--- src/rtl/calc_pkg.sv ---
// calc_pkg: shared encodings and widths for the calculator command driver.
// Holds the driver FSM states, the core's idle encoding and the mode codes.
package calc_pkg;

    localparam int unsigned MODE_W  = 3;
    localparam int unsigned DATA_W  = 32;
    localparam int unsigned STATE_W = 9;
    localparam int unsigned TIMER_W = 11;
    localparam int unsigned CYC_W   = 16;

    localparam logic [STATE_W-1:0] CALC_IDLE_STATE = 9'h001;

    localparam logic [MODE_W-1:0] MODE_EXP = 3'b101;

    typedef enum logic [2:0] {
        ST_IDLE,
        ST_LAUNCH,
        ST_WAIT_BUSY,
        ST_WAIT_DONE,
        ST_RESP
    } drv_state_t;

endpackage

--- src/rtl/calc_drv_timer.sv ---
// calc_drv_timer: clear/enable saturating cycle counter with a terminal-count flag.
// o_tc is high during the i_limit-th counted cycle, so a transition on it lands after exactly i_limit cycles.
module calc_drv_timer #(
    parameter int unsigned WIDTH = 11
) (
    input  logic             i_clk,
    input  logic             i_reset,
    input  logic             i_clear,
    input  logic             i_en,
    input  logic [WIDTH-1:0] i_limit,
    output logic             o_tc
);

    logic [WIDTH-1:0] r_count;

    always_ff @(posedge i_clk or posedge i_reset) begin
        if (i_reset) begin
            r_count <= '0;
        end else if (i_clear) begin
            r_count <= '0;
        end else if (i_en && (r_count != '1)) begin
            r_count <= r_count + 1'b1;
        end
    end

    assign o_tc = (r_count >= (i_limit - 1'b1));

endmodule

--- src/rtl/calc_cmd_driver.sv ---
// calc_cmd_driver: accepts one command, launches the calculator core, waits for completion and returns the result.
// Define CALC_DRV_CYCLE_COUNT_EN to add the rsp_cycles accept-to-response latency output.
module calc_cmd_driver
    import calc_pkg::*;
#(
    parameter int unsigned        START_CYCLES   = 2,
    parameter logic [STATE_W-1:0] IDLE_STATE     = CALC_IDLE_STATE,
    parameter int unsigned        TIMEOUT_CYCLES = 1024
) (
    input  logic               clk,
    input  logic               reset,
    input  logic               cmd_valid,
    output logic               cmd_ready,
    input  logic [MODE_W-1:0]  cmd_mode,
    input  logic [DATA_W-1:0]  cmd_x,
    input  logic [DATA_W-1:0]  cmd_n,
    output logic               rsp_valid,
    input  logic               rsp_ready,
    output logic [DATA_W-1:0]  rsp_result,
    output logic               rsp_timeout,
    output logic               busy,
    output logic               calc_start,
    output logic [MODE_W-1:0]  calc_mode,
    output logic [DATA_W-1:0]  calc_input,
    output logic [DATA_W-1:0]  calc_n,
    input  logic [DATA_W-1:0]  calc_acc,
    input  logic [STATE_W-1:0] calc_state
`ifdef CALC_DRV_CYCLE_COUNT_EN
    ,
    output logic [CYC_W-1:0]   rsp_cycles
`endif
);

    drv_state_t         r_state;
    drv_state_t         w_next;
    logic               w_accept;
    logic               w_capture;
    logic               w_cap_timeout;
    logic               w_cap_zero;
    logic               w_tmr_clear;
    logic               w_tmr_en;
    logic               w_tmr_tc;
    logic [TIMER_W-1:0] w_tmr_limit;

    logic [MODE_W-1:0]  r_calc_mode;
    logic [DATA_W-1:0]  r_calc_input;
    logic [DATA_W-1:0]  r_calc_n;
    logic [DATA_W-1:0]  r_rsp_result;
    logic               r_rsp_timeout;

    always_ff @(posedge clk or posedge reset) begin
        if (reset) begin
            r_state <= ST_IDLE;
        end else begin
            r_state <= w_next;
        end
    end

    always_comb begin
        w_next        = r_state;
        w_accept      = 1'b0;
        w_capture     = 1'b0;
        w_cap_timeout = 1'b0;
        w_cap_zero    = 1'b0;
        unique case (r_state)
            ST_IDLE: begin
                if (cmd_valid) begin
                    w_accept = 1'b1;
                    w_next   = ST_LAUNCH;
                end
            end
            ST_LAUNCH: begin
                if (w_tmr_tc) w_next = ST_WAIT_BUSY;
            end
            ST_WAIT_BUSY: begin
                if (calc_state != IDLE_STATE) begin
                    w_next = ST_WAIT_DONE;
                end else if (w_tmr_tc) begin
                    w_next        = ST_RESP;
                    w_capture     = 1'b1;
                    w_cap_timeout = 1'b1;
                    w_cap_zero    = 1'b1;
                end
            end
            ST_WAIT_DONE: begin
                if (calc_state == IDLE_STATE) begin
                    w_next    = ST_RESP;
                    w_capture = 1'b1;
                end else if (w_tmr_tc) begin
                    w_next        = ST_RESP;
                    w_capture     = 1'b1;
                    w_cap_timeout = 1'b1;
                end
            end
            ST_RESP: begin
                if (rsp_ready) w_next = ST_IDLE;
            end
            default: w_next = ST_IDLE;
        endcase
    end

    // One timer serves both the start pulse and the timeout: it restarts on every state change.
    assign w_tmr_clear = (w_next != r_state) || (r_state == ST_IDLE);
    assign w_tmr_en    = (r_state inside {ST_LAUNCH, ST_WAIT_BUSY, ST_WAIT_DONE});
    assign w_tmr_limit = (r_state == ST_LAUNCH) ? TIMER_W'(START_CYCLES) : TIMER_W'(TIMEOUT_CYCLES);

    calc_drv_timer #(
        .WIDTH (TIMER_W)
    ) u_timer (
        .i_clk   (clk),
        .i_reset (reset),
        .i_clear (w_tmr_clear),
        .i_en    (w_tmr_en),
        .i_limit (w_tmr_limit),
        .o_tc    (w_tmr_tc)
    );

    always_ff @(posedge clk or posedge reset) begin
        if (reset) begin
            r_calc_mode   <= '0;
            r_calc_input  <= '0;
            r_calc_n      <= '0;
            r_rsp_result  <= '0;
            r_rsp_timeout <= 1'b0;
        end else begin
            if (w_accept) begin
                r_calc_mode  <= cmd_mode;
                r_calc_input <= cmd_x;
                r_calc_n     <= cmd_n;
            end
            if (w_capture) begin
                r_rsp_result  <= w_cap_zero ? '0 : calc_acc;
                r_rsp_timeout <= w_cap_timeout;
            end
        end
    end

`ifdef CALC_DRV_CYCLE_COUNT_EN
    logic [CYC_W-1:0] r_cycles;

    always_ff @(posedge clk or posedge reset) begin
        if (reset) begin
            r_cycles <= '0;
        end else if (w_accept) begin
            r_cycles <= '0;
        end else if (w_tmr_en && (r_cycles != '1)) begin
            r_cycles <= r_cycles + 1'b1;
        end
    end

    assign rsp_cycles = r_cycles;
`else
    // No latency counter in this build.
`endif

    assign cmd_ready   = (r_state == ST_IDLE);
    assign busy        = (r_state != ST_IDLE);
    assign rsp_valid   = (r_state == ST_RESP);
    assign calc_start  = (r_state == ST_LAUNCH);
    assign calc_mode   = r_calc_mode;
    assign calc_input  = r_calc_input;
    assign calc_n      = r_calc_n;
    assign rsp_result  = r_rsp_result;
    assign rsp_timeout = r_rsp_timeout;

endmodule

--- config.mk ---
export PLATFORM = sky130hd
export DESIGN_NAME = calc_cmd_driver
export DESIGN_NICKNAME = d
export VERILOG_FILES = /design/src/rtl/calc_pkg.sv /design/src/rtl/calc_drv_timer.sv /design/src/rtl/calc_cmd_driver.sv
export SDC_FILE = /design/constraint.sdc
export NUM_CORES = 1
export LEC_CHECK = 0
export CORE_AREA = 2 2 115 117
export DETAILED_ROUTE_END_ITERATION = 7
export DIE_AREA = 0 0 117 119
export PLACE_DENSITY = 0.8
export SYNTH_ARGS = -nofsm -noshare
export SYNTH_HDL_FRONTEND = slang
export SYNTH_HIERARCHICAL = 1
export SYNTH_SLANG_ARGS = --single-unit
--- constraint.sdc ---
create_clock -name clk -period 4.4 [get_ports clk]
set_input_delay 0.44 -clock clk [delete_from_list [all_inputs] [get_ports clk]]
set_output_delay 0.44 -clock clk [all_outputs]
set_load 0.02 [all_outputs]
# == After elaboration in Yosys (flattened, before gate mapping) ==
# Index checks and enable logic that the tools add are counted.
# Widths: inputs -> output; s select.
# word_totals
ff_bits,114
in_bits,112
out_inout_bits,104
# classes
n_addsub,2
magnitude_cmp,1
n_eq_ne,8
muxes,20
reduce_logical,6
# op_table
cell,n
$mux 11,3
$mux 32,1
$mux 3,6
$pmux 3 s5,1
$add 11x1->11 const B,1
$ge 11x11->1,1
$ne 11x11->1 const B,1
$sub 11x1->11 const B,1
$eq 9x1->1 const B,1
$ne 9x1->1 const B,1
$mux 1,7
$eq 3x2->1 const B,2
$reduce_bool 3->1,2
$pmux 1 s2,2
$eq 3x1->1 const B,1
$eq 3x3->1 const B,1
$logic_not 3->1,1
$ne 3x3->1,1
$reduce_bool 2->1,1
$logic_and 1x1->1,1
$logic_or 1x1->1,1

# == Depth between registers and ports, before layout ==
# Gate-level depths: netlist (run 1).
# logic_depth
word_depth,10
ltp_mapped,19
depth_no_buf,16

# == Cells and area by module ==
# Netlist (run 1), hierarchy kept.
# modules_own_cells
mod,instances,cells_each,area_per_inst_um2
calc_cmd_driver,1,326,4302.9
calc_drv_timer,1,116,999.7

# == Least setup slack after synthesis (run 1) ==
# Ideal clock, no wire load.
# synth_path
path_type,register to register
startpoint,register r_state[0]
endpoint,register r_rsp_result[0] (netlist: rsp_result[0])
setup_ns,0.083
arrival_time_ns,3.677
required_ns,4.317
slack_ns,0.640
path_stages_with_launch,20
synth_period_minus_slack_ns,3.760
path_cell_list,dfrtp_1 -> clkbuf_1 -> or3b_2 -> inv_1 -> inv_1 -> ha_1 -> nand3_1 -> nor3_1 -> xnor2_1 -> ha_1 -> a21oi_1 -> nor2_1 -> a2111oi_0 -> o31ai_1 -> clkbuf_1 -> nor4bb_1 -> nand4_1 -> clkbuf_1 -> nand2_1 -> o21ai_0
# synth_via
elab_chain_len,8
word_cells_on_any_way,12
classes_between,1 x add/sub; 1 x order compare; 3 x eq/ne; 7 x mux
# synth_rtl
item,line,text
from (decl),calc_cmd_driver.sv:34,drv_state_t r_state;
from (signal assigned),calc_cmd_driver.sv:55,r_state <= w_next;
$eq 3x1->1 *,calc_cmd_driver.sv:105,assign w_tmr_limit = (r_state == ST_LAUNCH) ? TIMER_W'(START_CYCLES) : TIMER_W'(TIMEOUT_CYCLES);
$mux 11 *,calc_cmd_driver.sv:105,
net w_tmr_limit[10],calc_cmd_driver.sv:43,logic [TIMER_W-1:0] w_tmr_limit;
$sub 11x1->11 *,calc_drv_timer.sv:26,assign o_tc = (r_count >= (i_limit - 1'b1));
$ge 11x11->1 *,calc_drv_timer.sv:26,
net w_tmr_tc,calc_cmd_driver.sv:42,logic w_tmr_tc;
$mux 1 *,"calc_cmd_driver.sv:78, calc_cmd_driver.sv:89",
$mux 1,calc_cmd_driver.sv:76,if (calc_state != IDLE_STATE) begin
$mux 1,calc_cmd_driver.sv:65,unique case (r_state)
$mux 32,calc_cmd_driver.sv:132,r_rsp_result <= w_cap_zero ? '0 : calc_acc;
to (signal assigned),calc_cmd_driver.sv:132,
to (decl),calc_cmd_driver.sv:48,logic [DATA_W-1:0] r_rsp_result;
# Mark *: on every way through the listed nets, which the timed path passes. The rest lies on a longest branch.
# A chain may end at the register's enable or synchronous reset.

# == Worst setup path after layout (run 1) ==
# layout_path
startpoint,register r_state[0]
endpoint,register u_timer.r_count[5]
# layout_via
elab_chain_len,10
word_cells_on_any_way,21
classes_between,1 x add/sub; 1 x order compare; 5 x eq/ne; 9 x mux; 5 x reduce/logical
# layout_rtl
item,line,text
$eq 3x1->1 *,calc_cmd_driver.sv:105,
$mux 11 *,calc_cmd_driver.sv:105,
net w_tmr_limit[10],calc_cmd_driver.sv:43,
$sub 11x1->11 *,calc_drv_timer.sv:26,
$ge 11x11->1 *,calc_drv_timer.sv:26,
net w_tmr_tc,calc_cmd_driver.sv:42,
$mux 3,"calc_cmd_driver.sv:78, calc_cmd_driver.sv:89",
"$mux 3, on equally long branches","calc_cmd_driver.sv:86, calc_cmd_driver.sv:76",
$pmux 3 s5 *,calc_cmd_driver.sv:65,
$ne 3x3->1 *,calc_cmd_driver.sv:103,assign w_tmr_clear = (w_next != r_state) || (r_state == ST_IDLE);
$logic_or 1x1->1 *,calc_cmd_driver.sv:103,
net w_tmr_clear,calc_cmd_driver.sv:40,logic w_tmr_clear;
$mux 11 / $reduce_bool 2->1 (equally long branches),--,
to (signal assigned),calc_drv_timer.sv:22,r_count <= r_count + 1'b1;
to (decl),calc_drv_timer.sv:14,logic [WIDTH-1:0] r_count;
# Marks and branches as above.

==> results of run 1 <==
-- logic make-up after synthesis --
logic type,synth area share
compound gates,0.0698
xor+xnor,0.0182
fa+ha+maj,0.0307
buf+inv,0.0420
flops,0.538
mux,0.167
other cells,0.000707
simple gates,0.133
-- layout make-up --
| class | count | share of cell area |
|---|---|---|
| tap | 176 | 0.0266 |
| inverter | 8 | 0.00393 |
| multi-input combinational | 322 | 0.283 |
| clock buffer | 20 | 0.0552 |
| sequential | 114 | 0.345 |
| timing repair buffer | 220 | 0.265 |
| clock inverter | 12 | 0.0216 |
-- through the flow --
stage	hold slack, ns	power (mW)	utilization	setup slack [ns]	cell area (um2)
finish	0.438	5.67	0.642	0.456	8270
global route	0.466	5.95	0.642	0.0921	8270
CTS	0.443	5.70	0.642	0.335	8260
detailed placement	0.495	4.21	0.592	0.0417	7630
global placement	0.488	4.13	0.592	0.308	7630
floorplan	0.292	3.07	-	0.640	5410
-- power groups by stage --
stage / combinational (mW) / sequential (mW) / clock, mW
2_1_floorplan: 0.828 / 2.24 / 0
3_3_place_gp: 2.36 / 1.77 / 0
3_5_place_dp: 2.42 / 1.79 / 0
4_1_cts: 2.43 / 1.79 / 1.48
5_1_grt: 2.57 / 1.84 / 1.54
6_report: 2.41 / 1.79 / 1.47
-- worst max path at each step --
| stage | from | endpoint | slack, ns | cells after the start |
|---|---|---|---|---|
| 6_report | r_state[0] | u_timer/r_count[5] | 0.46 | 15 |
| 3_5_place_dp | r_state[0] | rsp_result[12] | 0.04 | 13 |
| 4_1_cts | r_state[0] | rsp_result[6] | 0.34 | 15 |
| 5_1_grt | r_state[0] | rsp_result[3] | 0.09 | 17 |
| 3_3_place_gp | r_state[0] | rsp_result[6] | 0.31 | 13 |
| 2_1_floorplan | r_state[0] | rsp_result[0] | 0.64 | 19 |
-- placed cells by master, fill, tap and decap left out, types with 2 or more instances in the layout --
cell	count
nor3_2	2
nand4_1	4
clkinv_2	2
clkinvlp_4	3
a21oi_1	9
nor2_1	20
mux2_4	30
clkbuf_16	17
and3_1	4
ha_1	13
nor4_1	2
bufinv_16	4
a211oi_1	3
mux2_2	37
and4_1	2
xor2_1	4
mux2i_1	2
nor3_1	6
a31oi_1	2
clkdlybuf4s50_1	215
conb_1	29
or3_4	2
buf_4	5
xnor2_1	7
o21ai_0	34
dfrtp_1	114
nand2b_1	2
nand3_1	39
inv_1	6
clkbuf_8	2
nand2_1	43
inv_6	2
-- state kept, by name, indices dropped and copies added (netlist names) --
register,flops
u_timer/r_count,11
calc_input,32
calc_mode,3
rsp_result,32
r_state,3
rsp_timeout,1
calc_n,32
-- critical path, cell delays in order (launching register included) --
cell and delay (ns):
dfrtp_1 0.54, or3b_2 0.51, inv_1 0.13, inv_1 0.05, ha_1 0.21, nand3_1 0.13
nor3_1 0.07, xnor2_1 0.15, ha_1 0.26, a21oi_1 0.12, nor2_1 0.06, a2111oi_1 0.41
o31ai_2 0.24, o32a_1 0.56, o21bai_1 0.24, a31oi_1 0.15
-- metal layers --
metal | track usage | vias up | part of all wire
met5 | 0 | - | 0
met4 | 0.0640 | 0 | 0.012
met3 | 0.0529 | 13 | 0.068
met2 | 0.341 | 172 | 0.50
met1 | 0.255 | 2106 | 0.42
li1 | - | 2023 | -
==> summary.md, run 1 <==
| Metric | Value |
|---|---|
| Status | `finished, final reports clean` |
| # nets final | `about 810` |
| Crit-path max FO | `12` |
| H-tree depth | `4` |
| Synth warn | `6` |
| Hold WC Path Type | `primary input to asynchronous set/reset pin` |
| GR Overflow Total | `0` |
| Initial Util | `0.412` |
| CP Launch Type | `register` |
| Clk sinks | `between 100 and 150` |
| Reg-to-reg endpoint | `u_timer/r_count[5]` |
| Seq cells post-synth | `roughly 110` |
| Top_reg_cell synth | `dfrtp_1` |
| Die Span X | `approximately 120 um` |
| Drt first-iter violations | `between 200 and 300` |
| Leakage Power | `3.51 nW` |
| Switching fraction of total power | `0.341` |
| Count leader, synth | `dfrtp_1` |
| Area of the multi-input gates | `2340 um2` |
| Seq/Total Area, Yosys | `0.538` |
| Initial antenna violation count | `0` |
| Worst-case reg-to-reg path depth | `15` |
| CP required | `around 4.7 ns` |
| Syn Inst Count | `442` |
| PortBufs | `215` |
| Combinational share of power | `0.426` |
| Num CTS Buffers | `17` |
| Ranking of synthesized cells by area | `dfrtp_1, mux2_4, mux2_2` |
| Clock root cell | `clkbuf_16` |
| P&R area growth vs syn | `56.0%` |
| Die area | `13900 um2` |
| TritonCTS clock tree | `done` |
| First-pass detailed-route iteration total | `4` |
| Cell Pwr Density | `roughly 700 nW/um2` |
| Total negative slack | `0 ns` |
| Crit end category | `register` |
| Post-route DRC violation count | `0` |
| Non-Filler Instances | `872` |
| Final HPWL DP | `approximately 10000 um` |
| Min cycle time layout | `between 3 and 4 ns` |
| Sequential Power Share | `0.316` |
| Reg2reg setup slack | `around 0.46 ns` |
| Antenna diodes | `0` |
| Row Count | `42` |
| Clock Skew | `0.00638 ns` |
| Crit Path Class | `register to register` |
| Max-Cap Viols | `0` |
| Post CTS Setup Buffer Count | `0` |
| Share of layout cells above drive strength 1 | `0.168` |
| PostCTS Resize Cnt | `1` |
| Final hold vios | `0` |
| Slew headroom | `0.310` |
| P_sw | `around 1.9 mW` |
| Yosys top cell area share | `0.538` |
| Wire length per cell | `about 16 um` |
| Via count of the routed design | `~4300` |
| Filler cell count | `974` |
| Largest net degree at the start of global routing | `77` |
| Fin. max-slew vios | `0` |
| Die Span Y | `119 um` |
| Global-route wire length before repair | `22000 um` |
| Async set-reset flop share out of synthesis | `1.00` |
| Most instantiated cells after synthesis | `dfrtp_1, nand2_1, nand3_1, mux2_2, o21ai_0` |
| EDFF count, synth | `0` |
| Power share of the clock group | `0.259` |
| Worst-Margin Slew | `between 1 and 1.5 ns` |
| Placed insts | `840` |
| Core area | `around 13000 um2` |
| Gpl congestion | `roughly 0.83` |
| Internal power | `approximately 3.7 mW` |
| Worst-Skew Late Latency | `approximately 0.40 ns` |
| Dominant cell type by area after synthesis | `dfrtp_1` |
| Global Route Usage Sum | `0.204` |
| Mean Syn Cell Area | `~12 um2` |
| Clock tree buffer depth | `2` |
| CTS Hold Buffers Added | `0` |
| Post-synth cell types | `between 50 and 60` |
| Reg area | `2850 um2` |
| Worst vdd ir | `0.289 mV` |
| Period utilization | `0.896` |
| R2r startpoint | `r_state[0]` |
| Worst endpoint data arrival time | `4.26 ns` |
| Final wirelength | `between 10000 and 15000 um` |
| # setup viols final | `0` |
| Syn Std Cell Area | `around 5300 um2` |
| Num ports | `between 200 and 250` |
| Max Fclk | `0.254 GHz` |
| Vias/cell | `between 4 and 5` |
| RSZ-0062 raised after global routing | `false` |
| Vias in the first global route | `4328` |
| Final ANT Viol Nets | `0` |
| CTS clock-pin slew for the worst setup and hold paths | `approximately 0.050 ns` |
Note: power is estimated with default switching activity, not from simulation.
==> run 2: changes to the inputs <==
--- a/config.mk
+++ b/config.mk
@@ -9,6 +9,7 @@
 export DETAILED_ROUTE_END_ITERATION = 7
 export DIE_AREA = 0 0 117 119
 export PLACE_DENSITY = 0.8
+export SETUP_SLACK_MARGIN = 0.15
 export SYNTH_ARGS = -nofsm -noshare
 export SYNTH_HDL_FRONTEND = slang
 export SYNTH_HIERARCHICAL = 1
==> summary.md, run 2 (synthesis gave the netlist of run 1 again) <==
| Metric | Value |
|---|---|
| Reg area | `2850 um2 (about the same)` |
| Final ANT Viol Nets | `0 (unchanged)` |
| Num CTS Buffers | `17 (unchanged)` |
| Largest net degree at the start of global routing | `77 (unchanged)` |
| GR Overflow Total | `0 (unchanged)` |
| Slew headroom | `0.309 (-0.000639)` |
| Antenna diodes | `0 (unchanged)` |
| CP max stage cell | `o32a_1` |
| H-tree depth | `4 (unchanged)` |
| Hold WC Path Type | `primary input to asynchronous set/reset pin` |
| Initial antenna violation count | `0 (unchanged)` |
| Worst endpoint data arrival time | `4.22 ns (-0.04 ns)` |
| Gpl congestion | `0.825 (unchanged)` |
| Final HPWL DP | `10400 um (unchanged)` |
| Worst-Margin Slew | `1.04 ns (+0.000958 ns)` |
| Die area | `13900 um2 (unchanged)` |
| Crit Path Class | `register to register` |
| Slowest stage delay, CP | `0.57 ns (about the same)` |
| Status | `finished, final reports clean` |
| Crit end category | `register` |
| Final hold vios | `0 (unchanged)` |
| Clk sinks | `114 (unchanged)` |
| Worst-case reg-to-reg path depth | `15 (unchanged)` |
| CTS Hold Buffers Added | `0 (unchanged)` |
| CP Cell Sequence | `or3b_2 -> inv_1 -> inv_1 -> ha_1 -> nand3_1 -> nor3_1 -> xnor2_1 -> ha_1 -> a21oi_1 -> nor2_1 -> a2111oi_1 -> o31ai_2 -> o32a_1 -> o21bai_1 -> a31oi_1` |
| Worst vdd ir | `0.290 mV (+0.11%)` |
| CP required | `4.72 ns (about the same)` |
| Clock root cell | `clkbuf_16` |
| Internal power | `3.73 mW (about the same)` |
| First-pass detailed-route iteration total | `4 (unchanged)` |
| Leakage Power | `3.51 nW (about the same)` |
| CTS clock-pin slew for the worst setup and hold paths | `0.05 ns (about the same)` |
| # setup viols final | `0 (unchanged)` |
| Row Count | `42 (unchanged)` |
| # nets final | `808 (unchanged)` |
| Initial Util | `0.412 (unchanged)` |
| Clock Skew | `0.00665 ns (+0.000265 ns)` |
| Hold slack | `0.437 ns (-0.00131 ns)` |
| Num ports | `216 (unchanged)` |
| P_sw | `1.94 mW (about the same)` |
| RSZ-0062 raised after global routing | `false` |
| Drt first-iter violations | `296 (+3.9%)` |
| Wire length per cell | `16.5 um (about the same)` |
| Clock tree buffer depth | `2 (unchanged)` |
| Max Fclk | `0.256 GHz (+1.1%)` |
| Total negative slack | `0 ns (unchanged)` |
| PortBufs | `215 (unchanged)` |
| Switching fraction of total power | `0.341 (about the same)` |
| Cell Pwr Density | `685 nW/um2 (about the same)` |
| Period utilization | `0.886 (-0.0101)` |
| Reg2reg setup slack | `0.50 ns (+0.04 ns)` |
| CP Launch Type | `register` |
| Final Util | `0.642 (about the same)` |
| Core area | `12900 um2 (unchanged)` |
| Via count of the routed design | `4307 (-0.16%)` |
| Global Route Usage Sum | `0.204 (unchanged)` |
| Reg-to-reg endpoint | `u_timer/r_count[5]` |
| Die Span X | `117 um (unchanged)` |
| Die Span Y | `119 um (unchanged)` |
| Max-Cap Viols | `0 (unchanged)` |
| Post-route DRC violation count | `0 (unchanged)` |
| Most common cell after layout, fill and taps aside | `clkdlybuf4s50_1` |
| Filler cell count | `973 (-0.10%)` |
| Sequential Power Share | `0.316 (about the same)` |
| P&R area growth vs syn | `56.0% (about the same)` |
| Min cycle time layout | `3.90 ns (-0.0445 ns)` |
| Worst-Skew Late Latency | `0.40 ns (about the same)` |
| Global-route wire length before repair | `22000 um (unchanged)` |
| Most frequent cells in the layout | `clkdlybuf4s50_1, dfrtp_1, nand2_1` |
| Fin. max-slew vios | `0 (unchanged)` |
| Area of the multi-input gates | `2340 um2 (unchanged)` |
| Crit-path max FO | `11 (-1)` |
| Share of layout cells above drive strength 1 | `0.170 (+0.00144)` |
| TritonCTS clock tree | `done` |
| Vias/cell | `4.94 (-0.16%)` |
| Power share of the clock group | `0.259 (about the same)` |
| Final wirelength | `14400 um (about the same)` |
| R2r startpoint | `r_state[2]` |
| Combinational share of power | `0.426 (about the same)` |
| Setup crit start | `r_state[2]` |
| Vias in the first global route | `4328 (unchanged)` |
run 2: area by class of cell:
type / instances / share of cell area
Clock buffer: 20 / 0.0552
Clock inverter: 12 / 0.0216
Inverter: 8 / 0.00393
Multi-Input combinational cell: 322 / 0.283
Sequential cell: 114 / 0.345
Tap cell: 176 / 0.0266
Timing Repair Buffer: 220 / 0.265
run 2: stage by stage:
| stage | worst slack, ns | cells | power, mW | area, um2 |
|---|---|---|---|---|
| 3_3_place_gp | 0.308 | 840 | 4.13 | 7630 |
| 6_report | 0.500 | 872 | 5.67 | 8270 |
| 5_1_grt | 0.175 | 872 | 5.95 | 8270 |
| 2_1_floorplan | 0.640 | 470 | 3.07 | 5410 |
| 4_1_cts | 0.335 | 872 | 5.70 | 8260 |
| 3_5_place_dp | 0.0417 | 840 | 4.21 | 7630 |
run 2: worst max-delay path: cells and delay by family (launching register included):
family | cells | cell delay, ns
compound gates | 6 | 1.75
simple gates | 4 | 0.79
fa+ha+maj | 2 | 0.47
flops | 1 | 0.46
buf+inv | 2 | 0.18
xor+xnor | 1 | 0.15
run 2: worst max-delay path by stage:
stage,slack [ns],endpoint
5_1_grt,0.17,rsp_result[3]
3_3_place_gp,0.31,rsp_result[6]
6_report,0.50,u_timer/r_count[5]
2_1_floorplan,0.64,rsp_result[0]
4_1_cts,0.34,rsp_result[6]
3_5_place_dp,0.04,rsp_result[12]
run 2: timing repair:
action | 4_1_cts | 5_1_grt
setup buffers | 0 | 0
setup endpoints to repair | 32 | 33
gates resized for setup | 1 | 3
run 2: routing by layer:
metal,track usage,part of all wire,vias up
li1,-,-,2025
met3,0.0529,0.071,10
met1,0.255,0.42,2093
met2,0.341,0.50,179
met5,0,0,-
met4,0.0640,0.011,0
run 2: power by group through the flow:
stage | combinational (mW) | sequential (mW) | clock [mW]
after floorplan | 0.828 | 2.24 | 0
after global placement | 2.36 | 1.77 | 0
after detailed placement | 2.42 | 1.79 | 0
after CTS | 2.43 | 1.79 | 1.48
after global routing | 2.57 | 1.84 | 1.54
final | 2.41 | 1.79 | 1.47
